==> src/rtl/hex_display_arbiter.sv <==
// Round-robin arbiter that lends the four-digit hex display to one requester at a time
// and keeps the winner on screen for a minimum dwell window.
module hex_display_arbiter #(
  parameter  int NUM_REQ      = 4,
  parameter  int DWELL_CYCLES = 50_000_000,
  localparam int PTR_W        = $clog2(NUM_REQ),
  localparam int CNT_W        = $clog2(DWELL_CYCLES + 1)
) (
  input  logic                   clk,
  input  logic                   reset_n,
  input  logic [NUM_REQ-1:0]     req_valid,
  input  logic [16*NUM_REQ-1:0]  req_data,
  output logic [NUM_REQ-1:0]     req_ready,
  output logic [3:0]             hex_nibble [4],
  output logic [PTR_W-1:0]       owner,
  output logic                   busy
);

  typedef enum logic {IDLE, DWELL} state_t;

  state_t            state;
  logic [PTR_W-1:0]  rr_ptr;
  logic [CNT_W-1:0]  cnt;

  logic              found;
  logic [PTR_W-1:0]  win;
  logic [PTR_W:0]    idx;
  logic              load_en;
  logic [15:0]       load_data;

  // Rotating search: the first valid requester at or after rr_ptr wins.
  always_comb begin
    found = 1'b0;
    win   = '0;
    idx   = '0;
    for (int i = 0; i < NUM_REQ; i++) begin
      idx = {1'b0, rr_ptr} + (PTR_W+1)'(i);
      if (idx >= (PTR_W+1)'(NUM_REQ))
        idx = idx - (PTR_W+1)'(NUM_REQ);
      if (!found && req_valid[idx[PTR_W-1:0]]) begin
        found = 1'b1;
        win   = idx[PTR_W-1:0];
      end
    end
  end

  always_comb begin
    req_ready = '0;
    if (reset_n) begin
      if (state == DWELL)
        req_ready[owner] = 1'b1;
      else if (found)
        req_ready[win] = 1'b1;
    end
  end

  // In IDLE the new winner loads the display; in DWELL only the owner may refresh it.
  always_comb begin
    if (state == IDLE) begin
      load_en   = found;
      load_data = req_data[16*win +: 16];
    end else begin
      load_en   = req_valid[owner];
      load_data = req_data[16*owner +: 16];
    end
  end

  always_ff @(posedge clk or negedge reset_n) begin
    if (!reset_n) begin
      state  <= IDLE;
      busy   <= 1'b0;
      owner  <= '0;
      rr_ptr <= '0;
      cnt    <= '0;
      for (int k = 0; k < 4; k++)
        hex_nibble[k] <= 4'h0;
    end else begin
      if (load_en) begin
        for (int k = 0; k < 4; k++)
          hex_nibble[k] <= load_data[4*k +: 4];
      end
      case (state)
        IDLE: begin
          if (found) begin
            owner  <= win;
            rr_ptr <= (win == PTR_W'(NUM_REQ - 1)) ? '0 : win + 1'b1;
            cnt    <= CNT_W'(DWELL_CYCLES - 1);
            state  <= DWELL;
            busy   <= 1'b1;
          end
        end
        DWELL: begin
          // Owner refreshes never restart the window; it expires on a fixed count.
          if (cnt == '0) begin
            state <= IDLE;
            busy  <= 1'b0;
          end else begin
            cnt <= cnt - 1'b1;
          end
        end
        default: begin
          state <= IDLE;
          busy  <= 1'b0;
        end
      endcase
    end
  end

endmodule

==> config.mk <==
export PLATFORM = sky130hd
export DESIGN_NAME = hex_display_arbiter
export DESIGN_NICKNAME = d
export VERILOG_FILES = /design/src/rtl/hex_display_arbiter.sv
export SDC_FILE = /design/constraint.sdc
export NUM_CORES = 1
export LEC_CHECK = 0
export BUFFER_PORTS_ARGS = -buffer_cell sky130_fd_sc_hd__buf_2
export CAP_MARGIN = 20
export CORE_AREA = 2 2 77 79
export DETAILED_ROUTE_END_ITERATION = 12
export DIE_AREA = 0 0 79 81
export GPL_TIMING_DRIVEN = 0
export PLACE_DENSITY = 0.82
export SLEW_MARGIN = 40
export SYNTH_ARGS = -nofsm -noshare
export SYNTH_HDL_FRONTEND = slang
export SYNTH_SLANG_ARGS = --single-unit
==> constraint.sdc <==
create_clock -name clk -period 4.9 [get_ports clk]
set_input_delay 0.245 -clock clk [delete_from_list [all_inputs] [get_ports clk]]
set_output_delay 0.245 -clock clk [all_outputs]
set_load 0.02 [all_outputs]
==> run_results.csv <==
group,metric,value,unit
run_status,status,"finished clean",
setup_path,r2r-end,"cnt[3]$_DFFE_PN0P_",
floorplanning,core,5680,µm²
routing,num_vias,2943,
timing,finalHoldViolCount,0,
synth,ys_ff_latch,48,
synth,synth_flop_cell,"dfrtp_1",
routing,avgRoutedWirePerCell,15.5,µm
placement,port_buffers,92,
clock_network,clk_path_buf_depth,2,
timing,finalCritPeriodShare,0.531,
routing,vias_per_cell,5.90,
grt,grt_pass1_vias,2661,
cells_and_area,drive_above_1_share,0.269,
clock_network,cts_max_level,2,
timing,rsz0062_at_grt,"no",
clock_network,clk_pin_slew_worst_paths,0.09,ns
routing,drt_wl_total,7710,µm
synth,synth_edf_count,0,
synth,synthMostInstantiatedCell,"dfrtp_1",
cells_and_area,final_util,0.649,
worst_hold_path,hold_start,"req_data[31]",
grt,overflow,0,
clock_network,cts_buffers,5,
timing,finClkSkew,0.00527,ns
worst_hold_path,hold_end,"hex_nibble[3]$_DFFE_PN0P_",
routing,ant_nets,0,
clock_network,clock_latency,0.30,ns
synth,ys_seq_area_frac,0.399,
floorplanning,start_util,0.531,
setup_path,worstSetupEndpointType,"flop",
power,vdd_drop_max,0.158,mV
synth,synthTopCellsByArea,"dfrtp_1 (40%), mux2i_1 (12%), a221oi_1 (4.6%)",
floorplanning,die-area,6400,µm²
placement,gp_congestion,0.832,
grt,grt_max_degree,53,
grt,grt_pass1_wl,12400,µm
power,power_density,306,nW/µm²
timing,period_needed,2.60,ns
routing,drtPass1Iterations,4,
power,leakage,1.62,nW
synth,syn_nets,398,
floorplanning,die_h,81,µm
cells_and_area,fin_area,3690,µm²
setup_path,crit_fanout,10,
synth,synthArstFlopShare,1.00,
timing,maxSlewViolCount,0,
clock_network,cts_tree,"built",
flow_run,maxCapViolations,0,
routing,dr.first_iter.drc_count,259,
timing,max_freq,384,MHz
synth,synth_cells,323,
synth,synth_area_per_cell,9.33,µm²
grt,grt_usage,0.242,
clock_network,clock-sinks,48,
setup_path,cp-start-kind,"flop",
timing,relSlewSlack,0.525,
setup_path,rr_startpoint,"cnt[8]$_DFFE_PN0P_",
setup_path,arrival,2.79,ns
cells_and_area,fillCellCount,492,
setup_path,r2r_slack,2.30,ns
floorplanning,die_w,79,µm
synth,synth_area,3010,µm²
worst_hold_path,hold_class,"in2reg",
placement,place_area,3580,µm²
grt,antenna_found_initial,0,
clock_network,post_cts_buffers,0,
floorplanning,rows,28,
cells_and_area,synthToLayoutAreaGrowth,22.3,%
synth,synth_top_area_share,0.399,
synth,synth_cell_types,48,
timing,worst_slew_pin_slew,0.705,ns
worst_hold_path,holdPathStages,3,
setup_path,r2r_cells,7,
synth,ys_top_cells_by_count,"dfrtp_1 (48), mux2i_1 (37), nor2_1 (33)",
floorplanning,io_pins,93,
timing,finalSetupViolations,0,
placement,dp_hpwl,5760,µm
synth,yosysWarnings,0,
synth,yosys.area.top_type,"dfrtp_1",
cells_and_area,diodes,0,
timing,final.setup.tns,0,ns
clock_network,root_buffer,"clkbuf_8",
routing,drc,0,
setup_path,required,5.09,ns
cells_and_area,nNetsFinal,498,
setup_path,worstSetupPathType,"reg2reg",
worst max-delay path by stage:
| stage | from | end | slack, ns | cells past startpoint |
|---|---|---|---|---|
| after floorplan | cnt[8]$_DFFE_PN0P_ | cnt[24]$_DFFE_PN0P_ | 2.47 | 6 |
| final | cnt[8]$_DFFE_PN0P_ | cnt[3]$_DFFE_PN0P_ | 2.30 | 7 |
| after CTS | cnt[5]$_DFFE_PN0P_ | cnt[24]$_DFFE_PN0P_ | 2.09 | 5 |
| after global placement | cnt[5]$_DFFE_PN0P_ | cnt[24]$_DFFE_PN0P_ | 2.16 | 5 |
| after detailed placement | cnt[5]$_DFFE_PN0P_ | cnt[24]$_DFFE_PN0P_ | 2.11 | 5 |
| after global routing | cnt[8]$_DFFE_PN0P_ | cnt[3]$_DFFE_PN0P_ | 2.05 | 7 |
critical path, stage by stage, from the launching register on:
cell,delay (ns)
dfrtp_1,0.41
or4_1,0.51
buf_2,0.17
nor3_1,0.38
and4_1,0.36
buf_2,0.24
nor3_1,0.07
or3b_1,0.34
cell type report:
type / instances / area (µm²) / area share
buffer: 20 / 81.3 / 0.0221
clock buffer: 5 / 68.8 / 0.0187
clock inverter: 3 / 23.8 / 0.00645
inverter: 6 / 22.5 / 0.00611
multi-input combinational: 249 / 1720 / 0.467
sequential: 48 / 1200 / 0.326
tap: 75 / 93.8 / 0.0255
timing repair buffer: 93 / 473 / 0.128
repair_timing:
action / in CTS / in global routing
hold buffers: 1 / 0
hold endpoints to repair: 48 / 0
gates resized for setup: 0 / 0
per-stage QoR:
stage	worst slack (ns)	power [mW]	std cells	hold slack, ns
after floorplan	2.47	0.763	323	-0.0506
after global routing	2.05	1.20	499	0.288
final	2.30	1.13	499	0.273
after global placement	2.16	0.870	490	0.493
after CTS	2.09	1.13	499	0.273
after detailed placement	2.11	0.885	490	0.305
placed cells by master, fill, tap and decap left out, types with 7 or more instances in the layout:
cell type and n:
a21oi_1 12, a221oi_1 16, a31oi_1 7, and2_1 8, buf_2 96, clkbuf_1 15, dfrtp_1 48, mux2i_1 37
nand2_1 22, nand2b_1 7, nand3_1 14, nor2_1 33, o21ai_0 8, o31ai_1 9, or4_1 14
flip-flops by register name, summed over array words and instances, names as in the netlist:
register / flops
busy: 1
cnt: 26
hex_nibble: 16
owner: 2
rr_ptr: 2
state: 1
logic make-up after synthesis:
group | synth area share
fa+ha+maj | 0.0208
simple gates | 0.234
xor+xnor | 0.00291
buf+inv | 0.0345
flops | 0.399
mux | 0.138
compound gates | 0.172
power breakdown:
group          leakage [nW]  switching, mW  internal (mW)
Sequential            0.530         0.0714          0.473
Clock                0.0404          0.143          0.101
Combinational          1.05          0.190          0.149
Total                  1.62          0.404          0.723
per-layer routing:
metal  global-route usage  up-vias  share of wire
li1                     -     1438              -
met1                0.331     1387           0.44
met2                0.405      111           0.48
met3               0.0389        7          0.072
met4               0.0586        0         0.0066
met5                    0        -              0
(Power assumes the default switching activity.)
